==> config.mk <==
export PLATFORM = sky130hd
export DESIGN_NAME = sram_port_arbiter
export DESIGN_NICKNAME = d
export VERILOG_FILES = /design/src/rtl/sram_port_arbiter_pkg.sv /design/src/rtl/sram_port_arbiter_starve_ctr.sv /design/src/rtl/sram_port_arbiter.sv
export SDC_FILE = /design/constraint.sdc
export NUM_CORES = 1
export LEC_CHECK = 0
export ABC_AREA = 1
export CORE_AREA = 10 10 98 100
export CTS_BUF_LIST = sky130_fd_sc_hd__clkbuf_8
export DETAILED_ROUTE_END_ITERATION = 10
export DIE_AREA = 0 0 108 110
export GPL_TIMING_DRIVEN = 0
export PLACE_DENSITY = 0.78
export SLEW_MARGIN = 20
export SYNTH_ARGS = -nofsm -noshare
export SYNTH_HDL_FRONTEND = slang
export SYNTH_SLANG_ARGS = --single-unit
export TNS_END_PERCENT = 30
==> constraint.sdc <==
create_clock -name clk -period 1.8 [get_ports clk]
set_input_delay 0.45 -clock clk [delete_from_list [all_inputs] [get_ports clk]]
set_output_delay 0.45 -clock clk [all_outputs]
set_load 0.03 [all_outputs]
==> src/rtl/sram_port_arbiter_pkg.sv <==
// Shared encodings for the fetch/data SRAM port arbiter.
// Bus widths, response tracker states, grant sources.
package sram_port_arbiter_pkg;

  localparam int BUS_ADDR_W = 32;
  localparam int BUS_DATA_W = 32;

  typedef enum logic [1:0] {
    RESP_NONE = 2'd0,
    RESP_INST = 2'd1,
    RESP_DATA = 2'd2
  } resp_state_e;

  typedef enum logic [1:0] {
    GNT_NONE = 2'd0,
    GNT_INST = 2'd1,
    GNT_DATA = 2'd2
  } grant_e;

  function automatic int strb_w(input int data_w);
    return data_w / 8;
  endfunction

endpackage

==> src/rtl/sram_port_arbiter_starve_ctr.sv <==
// Saturating count of data wins while fetch waits.
// Raises force_inst once the count reaches MAX_STARVE.
module arb_starve_ctr #(
  parameter int MAX_STARVE = 4
) (
  input  logic clk,
  input  logic rst,
  input  logic inst_req,
  input  logic gnt_inst,
  input  logic gnt_data,
  output logic force_inst
);

  localparam logic [3:0] MAX_C = 4'(MAX_STARVE);

  logic [3:0] starve_cnt;

  // count data wins over a waiting fetch, clear once fetch moves
  always_ff @(posedge clk) begin
    if (rst) begin
      starve_cnt <= 4'd0;
    end else if (gnt_inst || !inst_req) begin
      starve_cnt <= 4'd0;
    end else if (gnt_data && starve_cnt != MAX_C) begin
      starve_cnt <= starve_cnt + 4'd1;
    end
  end

  assign force_inst = (starve_cnt == MAX_C);

endmodule

==> src/rtl/sram_port_arbiter.sv <==
// Shares one single-port SRAM between fetch and data.
// Data wins by default; a starving fetch is forced through.
module sram_port_arbiter
  import sram_port_arbiter_pkg::*;
#(
  parameter int ADDR_W     = BUS_ADDR_W,
  parameter int DATA_W     = BUS_DATA_W,
  parameter int MAX_STARVE = 4,
  localparam int STRB_W    = strb_w(DATA_W)
) (
  input  logic              clk,
  input  logic              rst,
  input  logic              inst_req,
  input  logic [ADDR_W-1:0] inst_addr,
  output logic              inst_addr_ok,
  output logic              inst_data_ok,
  output logic [DATA_W-1:0] inst_rdata,
  input  logic              data_req,
  input  logic              data_wr,
  input  logic [STRB_W-1:0] data_wstrb,
  input  logic [ADDR_W-1:0] data_addr,
  input  logic [DATA_W-1:0] data_wdata,
  output logic              data_addr_ok,
  output logic              data_data_ok,
  output logic [DATA_W-1:0] data_rdata,
  output logic              sram_en,
  output logic [STRB_W-1:0] sram_we,
  output logic [ADDR_W-1:0] sram_addr,
  output logic [DATA_W-1:0] sram_wdata,
  input  logic [DATA_W-1:0] sram_rdata
);

  grant_e      grant;
  resp_state_e resp_state;
  resp_state_e resp_next;
  logic        resp_wr;
  logic        force_inst;
  logic        go_inst;
  logic        go_data;

  arb_starve_ctr #(
    .MAX_STARVE (MAX_STARVE)
  ) u_starve (
    .clk        (clk),
    .rst        (rst),
    .inst_req   (inst_req),
    .gnt_inst   (grant == GNT_INST),
    .gnt_data   (grant == GNT_DATA),
    .force_inst (force_inst)
  );

  assign go_inst = !rst && inst_req
                && (!data_req || force_inst);
  assign go_data = !rst && data_req && !go_inst;

  // pick this cycle's winner
  always_comb begin
    grant = GNT_NONE;
    unique case (1'b1)
      go_inst: grant = GNT_INST;
      go_data: grant = GNT_DATA;
      default: grant = GNT_NONE;
    endcase
  end

  // response tracker and write flag of the issued access
  always_ff @(posedge clk) begin
    if (rst) begin
      resp_state <= RESP_NONE;
      resp_wr    <= 1'b0;
    end else begin
      resp_state <= resp_next;
      resp_wr    <= (grant == GNT_DATA) && data_wr;
    end
  end

  // next response slot and issue-side outputs
  always_comb begin
    resp_next    = RESP_NONE;
    inst_addr_ok = 1'b0;
    data_addr_ok = 1'b0;
    sram_en      = 1'b0;
    sram_we      = '0;
    sram_addr    = '0;
    sram_wdata   = '0;
    unique case (grant)
      GNT_INST: begin
        resp_next    = RESP_INST;
        inst_addr_ok = 1'b1;
        sram_en      = 1'b1;
        sram_addr    = inst_addr;
      end
      GNT_DATA: begin
        resp_next    = RESP_DATA;
        data_addr_ok = 1'b1;
        sram_en      = 1'b1;
        sram_addr    = data_addr;
        sram_wdata   = data_wdata;
        sram_we      = data_wr ? data_wstrb : '0;
      end
      default: ;
    endcase
  end

  // response pulse one cycle after issue, killed by reset
  always_comb begin
    inst_data_ok = 1'b0;
    inst_rdata   = '0;
    data_data_ok = 1'b0;
    data_rdata   = '0;
    if (!rst) begin
      unique case (resp_state)
        RESP_INST: begin
          inst_data_ok = 1'b1;
          inst_rdata   = sram_rdata;
        end
        RESP_DATA: begin
          data_data_ok = 1'b1;
          data_rdata   = resp_wr ? '0 : sram_rdata;
        end
        default: ;
      endcase
    end
  end

endmodule

==> flow_summary.toml <==
[floorplanning]
num_rows = 32
die-area_um2 = 11900
die_y_um = 110
die_width_um = 108
io_pins = 274
core_area_um2 = 7650
start_util_pct = 19.6

[critical_path]
cp_slowest_cell = "dfxtp_2"
path_buf_inv = 4
crit_chain = "inv_2 -> ha_4 -> nand3_4 -> nand2_4 -> nand2_8 -> nand2_8 -> buf_8 -> clkbuf_16 -> nor2_4 -> buf_6"
cp_max_fo = 6
crit_arrival_ns = 1.60
crit_top_cell = "nand2_8"
crit_family = "buffers and inverters"
startpoint_type = "register"
end_kind = "output pin"
cpPeakStageDelay_ns = 0.32
critPathKind = "reg2out"
critical_path_required_ns = 1.35

[timing]
final-hold-violation-count = 0
drv_slew = 0
tightest_slew_ns = 0.387
rsz0062_at_grt = "true"
period_share_pct = 114
clock.fmax_mhz = 487
slew_headroom_pct = 74.2
skew_ns = 0.00166
setup_viol = 84
finalCriticalPeriod_ns = 2.05
postLayoutSetupSlackWorst_ns = -0.253

[grt]
grt_antenna_before_repair = 1
grt-ovfl-total = 0
grt_pass1_wl_mm = 16.6
grt_max_degree = 11
track_usage_pct = 17.5
grt_pass1_vias = 3044

[detailed_routing]
route.vias.total = 3066
drt-initial-drc-count = 77
vias_per_cell = 4.17
drc = 0
wl_per_cell_um = 16.2
drtPass1Iterations = 4
drtAntennaViolNets = 0
wl_mm = 11.9

[synth]
synth_area_um2 = 1500
synth_top_area_cell = "nor2_1"
ys_ff_latch = 7
ys_warn_count = 0
syn_inst = 334
seq_area_frac_synth_pct = 9.36
synth_top_area_share_pct = 27.1
syn_area_per_cell_um2 = 4.48
syn_nets = 473
synth_cell_types = 16
synth.top_cells.by_area = "nor2_1 27%, nand2_1 20%, inv_1 19%"

[power_and_ir_drop]
p_sw_uw = 632
swShare_pct = 41.5
powerDensity_nw_per_um2 = 285
pwr-share-seq_pct = 10.7
ir_drop_mv = 0.199
combPwrFrac_pct = 75.3
p_int_uw = 892
clkPwrFrac_pct = 14.0
leakage_nw = 2.66

[clock_network]
numCtsBuffers = 3
clock-sinks = 7
cts_tree = "done"
htree_num_levels = 1
clk_pin_slew_ns = 0.04
insertion_delay_ns = 0.23
cts_max_path_buffers = 2
clockRootBuffer = "clkbuf_8"

[layout]
fin_util_pct = 70.0
num-nets-final = 773
antennaDiodeCount = 0
design_area_um2 = 5350
syn2layout_area_growth_pct = 258
drive_above_1_share_pct = 48.0

[placed_design]
place_congestion = 0.884
io_buffer_count = 273
hpwlAfterDp_mm = 9.84
placed_area_um2 = 4670

[run_status]
outcome = "finished, violations left"
violations = "negative setup slack"

[worst_hold_path]
hp-class = "reg2reg"

[flow_run]
drv_cap = 0
-- power groups by stage --
stage               clock [mW]  sequential [mW]  combinational [mW]
detailed placement           0            0.165                1.00
global route             0.232            0.163                1.22
global placement             0            0.164               0.993
finish                   0.213            0.163                1.15
floorplan                    0            0.164               0.450
CTS                      0.220            0.162                1.07
-- worst min-delay path: cells and delay by family (launching register included) --
family	cells	cell delay, ns
DFF	1	0.32
buffers and inverters	2	0.20
and+or+nand+nor	1	0.04
-- cell usage after synthesis (all sizes together) --
| cell | instances |
|---|---|
| inv | 77 |
| clkbuf | 6 |
| xnor2 | 1 |
| ha | 2 |
| nand2 | 83 |
| buf | 13 |
| a21oi | 2 |
| dfxtp | 7 |
| nand3 | 35 |
| nor2 | 108 |
-- logic make-up after synthesis --
family                     count (synthesis)  share of synthesized area, %
xor gates and xnor gates                   1                         0.585
and+or+nand+nor                          226                          60.5
DFF                                        7                          9.36
AOI/OAI and AO/OA                          2                          1.42
buffers and inverters                     96                          26.5
adders and majority gates                  2                          1.67
-- metrics by stage --
stage | total power, mW | setup slack (ns) | TNS (ns) | instances | hold WS [ns]
5_1_grt | 1.61 | -0.333 | -19.86 | 735 | 0.632
3_3_place_gp | 1.16 | -1.19 | -137.85 | 709 | 0.432
4_1_cts | 1.45 | -0.263 | -24.26 | 728 | 0.513
3_5_place_dp | 1.17 | -1.19 | -138.86 | 709 | 0.460
2_1_floorplan | 0.614 | -0.117 | -3.23 | 334 | 0.417
6_report | 1.52 | -0.253 | -13.66 | 735 | 0.606
-- state kept, by name, summed over array words and instances, names as in the netlist --
register	flops
u_starve.starve_cnt	4
resp_state	2
resp_wr	1
-- what timing repair did --
| action | CTS | global route |
|---|---|---|
| buffers inserted | 10 | 5 |
| cloned | 5 | 2 |
| gates resized for setup | 736 | 290 |
| pin swaps | 25 | 17 |
| hold endpoints to repair | 0 | 0 |
| endpoints found under the setup margin | 137 | 137 |
| hold buffers | 0 | 0 |
-- metal layers --
layer | part of all wire (%) | track usage, % | wire (µm) | vias to the layer above
met2 | 55 | 34.7 | 6600 | 164
met1 | 33 | 16.4 | 3900 | 1339
met5 | 0.11 | 0 | 13 | -
met4 | 1.3 | 2.10 | 157 | 2
li1 | - | - | - | 1549
met3 | 10 | 7.78 | 1230 | 12
-- layout make-up --
class / instances / area [µm²]
flip-flops and latches: 7 / 145
inverters: 77 / 297
clock inverters: 1 / 3.75
plain buffers: 19 / 238
clock buffers: 3 / 41.3
well taps: 102 / 128
fillers: 649 / 2300
multi-input cells: 231 / 1520
repair buffers: 295 / 2980
-- final timing paths --
| check | to | slack, ns | from | depth (start not counted) |
|---|---|---|---|---|
| worst min register to register | u_starve.starve_cnt[0]$_SDFFE_PP0P_ | 0.61 | u_starve.starve_cnt[0]$_SDFFE_PP0P_ | 3 |
| worst max-delay path | sram_wdata[28] | -0.25 | u_starve.starve_cnt[0]$_SDFFE_PP0P_ | 10 |
| worst max register to register | resp_state[1]$_SDFF_PP0_ | 0.49 | u_starve.starve_cnt[0]$_SDFFE_PP0P_ | 9 |
| worst min-delay path | u_starve.starve_cnt[0]$_SDFFE_PP0P_ | 0.61 | u_starve.starve_cnt[0]$_SDFFE_PP0P_ | 3 |
-- layout by cell type (no fill, tap or decap), types with 2 or more instances in the layout --
master and instances:
clkdlybuf4s15_2 15, nor2_4 42, nand2_2 37, nor2_2 20
clkbuf_4 5, nand2_8 2, dfxtp_2 4, nand2_1 40
nand3_2 5, inv_2 4, buf_2 4, dfxtp_1 3
clkbuf_16 2, clkbuf_2 4, buf_12 4, clkdlybuf4s50_1 133
buf_4 41, nand3_1 29, nor2_1 46, nand2_4 4
inv_1 72, clkbuf_8 6, buf_6 99
(Power assumes the default switching activity.)
